## config.mk

```make
export PLATFORM = sky130hd
export DESIGN_NAME = traffic_light_nway_flat
export DESIGN_NICKNAME = d
export VERILOG_FILES = /design/src/rtl/traffic_light_nway_if.sv /design/src/rtl/traffic_light_nway.sv /design/src/flat_wrapper.sv
export SDC_FILE = /design/constraint.sdc
export NUM_CORES = 1
export LEC_CHECK = 0
export CORE_MARGIN = 4
export CORE_UTILIZATION = 62
export CTS_CLUSTER_DIAMETER = 100
export CTS_CLUSTER_SIZE = 12
export DETAILED_ROUTE_END_ITERATION = 16
export PLACE_DENSITY_LB_ADDON = 0.12
export SYNTH_ARGS = -nofsm -noshare
export SYNTH_HDL_FRONTEND = slang
export SYNTH_SLANG_ARGS = --single-unit
```

## constraint.sdc

```tcl
create_clock -name clk -period 5.86 [get_ports clk]
set_input_delay 0.586 -clock clk [delete_from_list [all_inputs] [get_ports clk]]
set_output_delay 0.586 -clock clk [all_outputs]
set_load 0.03 [all_outputs]
```

## src/rtl/traffic_light_nway_if.sv

```systemverilog
// traffic_light_nway_if
//   Bundles the request inputs and lamp/status outputs of traffic_light_nway.
//   master : request source (drives ped_req, emg_req, emg_dir[, flash_req]),
//            observes lights, ped_walk, phase_idx and emg_active.
//   slave  : the controller itself.
//   Optional: TLC_FLASH_EN adds flash_req.
interface traffic_light_nway_if #(
  parameter int NUM_APPROACH = 4
);
  localparam int IW = $clog2(NUM_APPROACH);

`ifdef TLC_FLASH_EN
  logic                      flash_req;
`endif
  logic                      ped_req;
  logic                      emg_req;
  logic [IW-1:0]             emg_dir;
  logic [3*NUM_APPROACH-1:0] lights;
  logic                      ped_walk;
  logic [IW-1:0]             phase_idx;
  logic                      emg_active;

  modport master (
`ifdef TLC_FLASH_EN
    output flash_req,
`endif
    output ped_req, emg_req, emg_dir,
    input  lights, ped_walk, phase_idx, emg_active
  );

  modport slave (
`ifdef TLC_FLASH_EN
    input  flash_req,
`endif
    input  ped_req, emg_req, emg_dir,
    output lights, ped_walk, phase_idx, emg_active
  );
endinterface

```

## src/rtl/traffic_light_nway.sv

```systemverilog
// traffic_light_nway
//   Round-robin N-approach signal controller with pedestrian scramble and
//   directed emergency preemption. Durations are in ticks of an internal
//   prescaler (TICK_DIV clk cycles per tick). All outputs are registered and
//   follow the state register by one cycle.
//   Ports:
//     clk  - system clock
//     rst  - synchronous active-high reset
//     bus  - traffic_light_nway_if.slave: ped_req, emg_req, emg_dir in;
//            lights ({R,Y,G} per approach), ped_walk, phase_idx, emg_active out
//   Optional: define TLC_FLASH_EN for the flashing-red mode (bus.flash_req).
module traffic_light_nway #(
  parameter int NUM_APPROACH = 4,
  parameter int TICK_DIV     = 50_000_000,
  parameter int GREEN_TICKS  = 10,
  parameter int YELLOW_TICKS = 3,
  parameter int ALLRED_TICKS = 1,
  parameter int PED_TICKS    = 10,
  parameter int TW           = 8
) (
  input logic                 clk,
  input logic                 rst,
  traffic_light_nway_if.slave bus
);
  localparam int IW = $clog2(NUM_APPROACH);
  localparam int PW = $clog2(TICK_DIV);
  localparam int LW = 3 * NUM_APPROACH;

  localparam logic [PW-1:0] PRE_MAX = PW'(TICK_DIV - 1);
  localparam logic [TW-1:0] G_END   = TW'(GREEN_TICKS - 1);
  localparam logic [TW-1:0] Y_END   = TW'(YELLOW_TICKS - 1);
  localparam logic [TW-1:0] AR_END  = TW'(ALLRED_TICKS - 1);
  localparam logic [TW-1:0] P_END   = TW'(PED_TICKS - 1);
  localparam logic [IW-1:0] LAST    = IW'(NUM_APPROACH - 1);

  localparam logic [2:0]    RED     = 3'b100;
  localparam logic [2:0]    YELLOW  = 3'b010;
  localparam logic [2:0]    GREEN   = 3'b001;
  localparam logic [LW-1:0] ALL_RED = {NUM_APPROACH{RED}};
  localparam logic [LW-1:0] RST_LIGHTS = {{(NUM_APPROACH-1){RED}}, GREEN};

  typedef enum logic [2:0] {
    S_GREEN, S_YELLOW, S_ALLRED, S_PED, S_EMG_HOLD
`ifdef TLC_FLASH_EN
    , S_FLASH
`endif
  } state_t;

  state_t          state_q, state_d;
  logic [IW-1:0]   idx_q, idx_d;
  logic [TW-1:0]   timer_q, timer_d;
  logic [PW-1:0]   pre_q, pre_d;
  logic            ped_q, ped_d;
  logic            pend_q, pend_d;
  logic [IW-1:0]   edir_q, edir_d;
  logic            emg_prev_q;
  logic [LW-1:0]   lights_q, lights_d;
  logic            walk_q, walk_d;
  logic [IW-1:0]   pidx_q;
  logic            emga_q, emga_d;
`ifdef TLC_FLASH_EN
  logic            flash_ph_q, flash_ph_d;
`endif

  logic            tick;
  logic            emg_rise;
  logic            emg_now;
  logic [IW-1:0]   dir_in;
  logic [IW-1:0]   dir_now;

  assign tick     = (pre_q == PRE_MAX);
  assign pre_d    = tick ? '0 : pre_q + PW'(1);
  assign emg_rise = bus.emg_req & ~emg_prev_q;
  // Out-of-range directions fall back to approach 0.
  assign dir_in   = ({1'b0, bus.emg_dir} < (IW+1)'(NUM_APPROACH)) ? bus.emg_dir : '0;
  // A rise seen this cycle acts immediately; otherwise the latched request.
  assign emg_now  = pend_q | emg_rise;
  assign dir_now  = emg_rise ? dir_in : edir_q;
  assign edir_d   = emg_rise ? dir_in : edir_q;

  always_comb begin
    state_d = state_q;
    idx_d   = idx_q;
    unique case (state_q)
      S_GREEN: begin
        if (emg_now) begin
          // Serving the preempted approach already: hold without a lamp change.
          state_d = (idx_q == dir_now) ? S_EMG_HOLD : S_YELLOW;
        end else if (tick && timer_q == G_END) begin
          state_d = S_YELLOW;
        end
      end
      // Yellow always clears through all-red before any other green.
      S_YELLOW: if (tick && timer_q == Y_END) state_d = S_ALLRED;
      S_ALLRED: begin
        if (tick && timer_q == AR_END) begin
          if (emg_now) begin
            state_d = S_EMG_HOLD;
            idx_d   = dir_now;
          end else if (idx_q == LAST) begin
            state_d = ped_q ? S_PED : S_GREEN;
            idx_d   = ped_q ? idx_q : '0;
          end else begin
            state_d = S_GREEN;
            idx_d   = idx_q + IW'(1);
          end
        end
      end
      S_PED: begin
        if (emg_now) begin
          state_d = S_ALLRED;
        end else if (tick && timer_q == P_END) begin
          state_d = S_GREEN;
          idx_d   = '0;
        end
      end
      S_EMG_HOLD: if (!bus.emg_req) state_d = S_YELLOW;
`ifdef TLC_FLASH_EN
      S_FLASH: begin
        if (!bus.flash_req || emg_now) begin
          state_d = S_ALLRED;
          idx_d   = LAST;
        end
      end
`endif
      default: begin
        state_d = S_GREEN;
        idx_d   = '0;
      end
    endcase
`ifdef TLC_FLASH_EN
    if (bus.flash_req && !emg_now && state_q != S_EMG_HOLD && state_q != S_FLASH) begin
      state_d = S_FLASH;
    end
`endif
  end

  always_comb begin
    timer_d = timer_q;
    if (state_d != state_q) begin
      timer_d = '0;
    end else if (tick) begin
      timer_d = timer_q + TW'(1);
    end
`ifdef TLC_FLASH_EN
    if (state_q == S_FLASH && state_d == S_FLASH) timer_d = timer_q;
`endif

    pend_d = (state_d == S_EMG_HOLD) ? 1'b0 : (pend_q | emg_rise);
    ped_d  = (ped_q & ~(state_d == S_PED && state_q != S_PED)) | bus.ped_req;
`ifdef TLC_FLASH_EN
    if (state_q == S_FLASH) ped_d = ped_q;
`endif
  end

  // Registered outputs derived from the current state register.
  always_comb begin
    lights_d = ALL_RED;
    walk_d   = (state_q == S_PED);
    emga_d   = (state_q == S_EMG_HOLD);
    case (state_q)
      S_GREEN, S_EMG_HOLD: lights_d[3*int'(idx_q) +: 3] = GREEN;
      S_YELLOW:            lights_d[3*int'(idx_q) +: 3] = YELLOW;
`ifdef TLC_FLASH_EN
      S_FLASH:             lights_d = flash_ph_q ? '0 : ALL_RED;
`endif
      default:             lights_d = ALL_RED;
    endcase
`ifdef TLC_FLASH_EN
    flash_ph_d = (state_q == S_FLASH) ? (flash_ph_q ^ tick) : 1'b0;
`endif
  end

  always_ff @(posedge clk) begin
    if (rst) begin
      state_q    <= S_GREEN;
      idx_q      <= '0;
      timer_q    <= '0;
      pre_q      <= '0;
      ped_q      <= 1'b0;
      pend_q     <= 1'b0;
      edir_q     <= '0;
      emg_prev_q <= 1'b0;
      lights_q   <= RST_LIGHTS;
      walk_q     <= 1'b0;
      pidx_q     <= '0;
      emga_q     <= 1'b0;
`ifdef TLC_FLASH_EN
      flash_ph_q <= 1'b0;
`endif
    end else begin
      state_q    <= state_d;
      idx_q      <= idx_d;
      timer_q    <= timer_d;
      pre_q      <= pre_d;
      ped_q      <= ped_d;
      pend_q     <= pend_d;
      edir_q     <= edir_d;
      emg_prev_q <= bus.emg_req;
      lights_q   <= lights_d;
      walk_q     <= walk_d;
      pidx_q     <= idx_q;
      emga_q     <= emga_d;
`ifdef TLC_FLASH_EN
      flash_ph_q <= flash_ph_d;
`endif
    end
  end

  assign bus.lights     = lights_q;
  assign bus.ped_walk   = walk_q;
  assign bus.phase_idx  = pidx_q;
  assign bus.emg_active = emga_q;
endmodule

```

## src/flat_wrapper.sv

```systemverilog
// flat-port wrapper written by rule: the top's interface ports become plain ports
module traffic_light_nway_flat 
#(
  parameter int NUM_APPROACH = 4,
  parameter int TICK_DIV     = 50_000_000,
  parameter int GREEN_TICKS  = 10,
  parameter int YELLOW_TICKS = 3,
  parameter int ALLRED_TICKS = 1,
  parameter int PED_TICKS    = 10,
  parameter int TW           = 8
)
  (clk, rst, bus_ped_req, bus_emg_req, bus_emg_dir, bus_lights, bus_ped_walk, bus_phase_idx, bus_emg_active);
  traffic_light_nway_if #(.NUM_APPROACH(NUM_APPROACH)) bus_i ();
  input logic clk;
  input logic rst;
  input wire logic [$bits(bus_i.ped_req)-1:0] bus_ped_req;
  input wire logic [$bits(bus_i.emg_req)-1:0] bus_emg_req;
  input wire logic [$bits(bus_i.emg_dir)-1:0] bus_emg_dir;
  output wire logic [$bits(bus_i.lights)-1:0] bus_lights;
  output wire logic [$bits(bus_i.ped_walk)-1:0] bus_ped_walk;
  output wire logic [$bits(bus_i.phase_idx)-1:0] bus_phase_idx;
  output wire logic [$bits(bus_i.emg_active)-1:0] bus_emg_active;
  assign bus_i.ped_req = bus_ped_req;
  assign bus_i.emg_req = bus_emg_req;
  assign bus_i.emg_dir = bus_emg_dir;
  assign bus_lights = bus_i.lights;
  assign bus_ped_walk = bus_i.ped_walk;
  assign bus_phase_idx = bus_i.phase_idx;
  assign bus_emg_active = bus_i.emg_active;
  traffic_light_nway #(.NUM_APPROACH(NUM_APPROACH), .TICK_DIV(TICK_DIV), .GREEN_TICKS(GREEN_TICKS), .YELLOW_TICKS(YELLOW_TICKS), .ALLRED_TICKS(ALLRED_TICKS), .PED_TICKS(PED_TICKS), .TW(TW)) u_core (.clk(clk), .rst(rst), .bus(bus_i));
endmodule
```

==> results_dict.tcl <==
set metrics [dict create \
    outcome "finished clean" \
    crit_fanout 9 \
    fin_nets 363 \
    slew_headroom_pct 36.8 \
    worst_pin_slew_ns 0.948 \
    antenna_cells 0 \
    setup_viol_count_final 0 \
    tns_ns 0 \
    htreeDepth 3 \
    layout_common_cells "dfxtp_1 (60), nor2_1 (57), clkdlybuf4s50_1 (21), nand2_1 (20), xnor2_1 (19)" \
    grt_pass1_wl_mm 9.03 \
    dr_total_vias 2268 \
    irDropWorstVdd_mv 0.207 \
    postCtsSetupBuffers 0 \
    worst_ep_required_time_ns 6.13 \
    cp.arrival_ns 2.98 \
    drc_errors 0 \
    final_area_mm2 0.00335 \
    timing.hold.ws_ns 0.469 \
    syn_inst 328 \
    wirelength_mm 5.47 \
    async_reset_ff_share_pct 0 \
    drt_iter0_markers 176 \
    ant_nets 0 \
    crit_path_cell_trace "clkdlybuf4s50_1 -> nor2b_1 -> nor2_1 -> a221oi_1 -> a221oi_2 -> o31a_4 -> and4b_1" \
    yosys_warnings 0 \
    cts.sinks 60 \
    synth.ff_latch_count 60 \
    finalHoldViolations 0 \
    max_freq_mhz 369 \
    setup.worst_path.class "input port to register" \
    crit_family "compound AO/OA/AOI/OAI gates" \
    p_per_area_mw_per_mm2 286 \
    critPathCaptureType "register" \
    cts_hold_buffers 0 \
    ys_seq_area_share_pct 41.6 \
    port_buffers 21 \
    instances_no_fill 404 \
    synth-xor-area-share_pct 10.6 \
    cp_num_buf_inv 1 \
    slowest_stage "clkdlybuf4s50_1" \
    finalPower_mw 0.959 \
    io_pins 22 \
    synth_compound_area_share_pct 7.67 \
    hp-class "register to register" \
    grt_max_degree 27 \
    grt_pass1_vias 2006 \
    setup_slack_ns 3.15 \
    maxSlewViolCount 0 \
    avgRoutedWirePerCell_um 13.5 \
    rsz0062_at_grt "no" \
    dominantRegCellSynth "dfxtp_1" \
    ys_types 58 \
    dieArea_mm2 0.00581 \
    syn2layout_area_growth_pct 16.2 \
    clockBufferDepth 2 \
    dpl_cell_area_mm2 0.00311 \
    cap_violations 0 \
    avgSynthCellArea_um2 8.80 \
    clock_skew_ns 0.0103 \
    viasPerCell 5.61 \
    dp.cells 388 \
    dieHeight_um 76.2 \
    worst_setup_path_start_kind "input port" \
    final_util_pct 75.5 \
    fin_crit_ns 2.71 \
    fp-row-count 24 \
    cts_resized 0 \
    yosys.area_share.adder_pct 4.33 \
    track_usage_pct 19.4 \
    syn-num-nets 344 \
    synth_top_family_by_area "simple AND/OR/NAND/NOR gates" \
    antenna_found_initial 0 \
    cts_tree "done" \
    core_area_mm2 0.00444 \
    path_clk_slew_ns 0.07 \
    drive_gt1_share_pct 10.5 \
    root_buffer "clkbuf_8" \
    dpl_worst_slack_ns 2.87 \
    yosys.area_share.simple_pct 30.5 \
    synth-edff-count 0 \
    initial_core_util_pct 65.0 \
    first_pass_iters 4 \
    final_common_cell "dfxtp_1" \
    grt_overflow 0 \
    numCtsBuffers 9 \
    clkLatencyLatePin_ns 0.33 \
    period_share_pct 46.2 \
    hpwl_mm 3.90 \
    gp_congestion 0.845 \
    die_w_um 76.2 \
    synthMuxAreaShare_pct 1.52 \
    critPathMaxStageDelay_ns 0.59 \
    netlist_area_mm2 0.00289 \
    p_leak_nw 1.20 \
]
[per-layer routing]
layer	vias to the layer above	share of wire [%]	track usage (%)
li1	1165	-	-
met1	1030	49	25.6
met2	63	44	29.3
met3	10	5.0	5.20
met4	0	1.8	9.78
met5	-	0	0
[report_power, final]
group | switching [mW] | leakage, nW | internal [mW] | total [mW]
clock network | 0.162 | 0.122 | 0.294 | 0.456
logic | 0.0447 | 0.588 | 0.0316 | 0.0763
registers | 0.0106 | 0.486 | 0.416 | 0.427
[kinds of logic (layout without fill, tap and decap cells)]
group | Yosys count | after routing
simple gates | 164 | 164
flops | 60 | 60
xor+xnor | 35 | 35
compound gates | 28 | 28
buf+inv | 27 | 51
fa+ha+maj | 10 | 10
mux | 4 | 4
[Yosys cell counts (4+ instances only)]
cell,instances,area [um2]
and2_1,4,25.0
nand2_1,20,75.1
nor2_1,57,214
ha_1,10,125
xor2_1,16,140
nand3_1,14,70.1
clkbuf_1,8,30.0
nor3_1,15,75.1
nand2b_1,9,56.3
xnor2_1,19,166
inv_1,14,52.6
nor4_2,4,50.1
dfxtp_1,60,1200
nand4_1,11,68.8
a21oi_1,6,30.0
[final timing paths]
kind                              startpoint                             end  slack [ns]  cells after the start
hold / removal    u_core.pre_q[0]$_SDFF_PP0_      u_core.pre_q[0]$_SDFF_PP0_        0.47                      1
setup reg to reg  u_core.pre_q[0]$_SDFF_PP0_      u_core.pre_q[5]$_SDFF_PP0_        3.23                      6
hold reg to reg   u_core.pre_q[0]$_SDFF_PP0_      u_core.pre_q[0]$_SDFF_PP0_        0.47                      1
setup / recovery                 bus_emg_req  u_core.timer_q[2]$_SDFFE_PP0P_        3.15                      7
[state kept, by name, summed over array words and instances (netlist names)]
name                   count
u_core.idx_q               2
u_core.bus.ped_walk        1
u_core.timer_q             8
u_core.emg_prev_q          1
u_core.ped_q               1
u_core.state_q             3
u_core.bus.emg_active      1
u_core.bus.lights         12
u_core.bus.phase_idx       2
u_core.edir_q              2
u_core.pend_q              1
u_core.pre_q              26
[worst register-to-register path, delay by kind of cell, from the launching register on]
family | cells | cell delay, ns
flops | 1 | 0.38
simple gates | 5 | 1.88
fa+ha+maj | 1 | 0.20
[area by class of cell]
type                            count  area (um2)
Multi-Input combinational cell    241        1580
Sequential cell                    60        1200
Fill cell                         355        1090
Timing Repair Buffer               21         210
Clock buffer                       10         138
Clock inverter                      6         111
Tap cell                           52        65.1
Inverter                           14        52.6
Note: power is estimated with default switching activity, not from simulation.
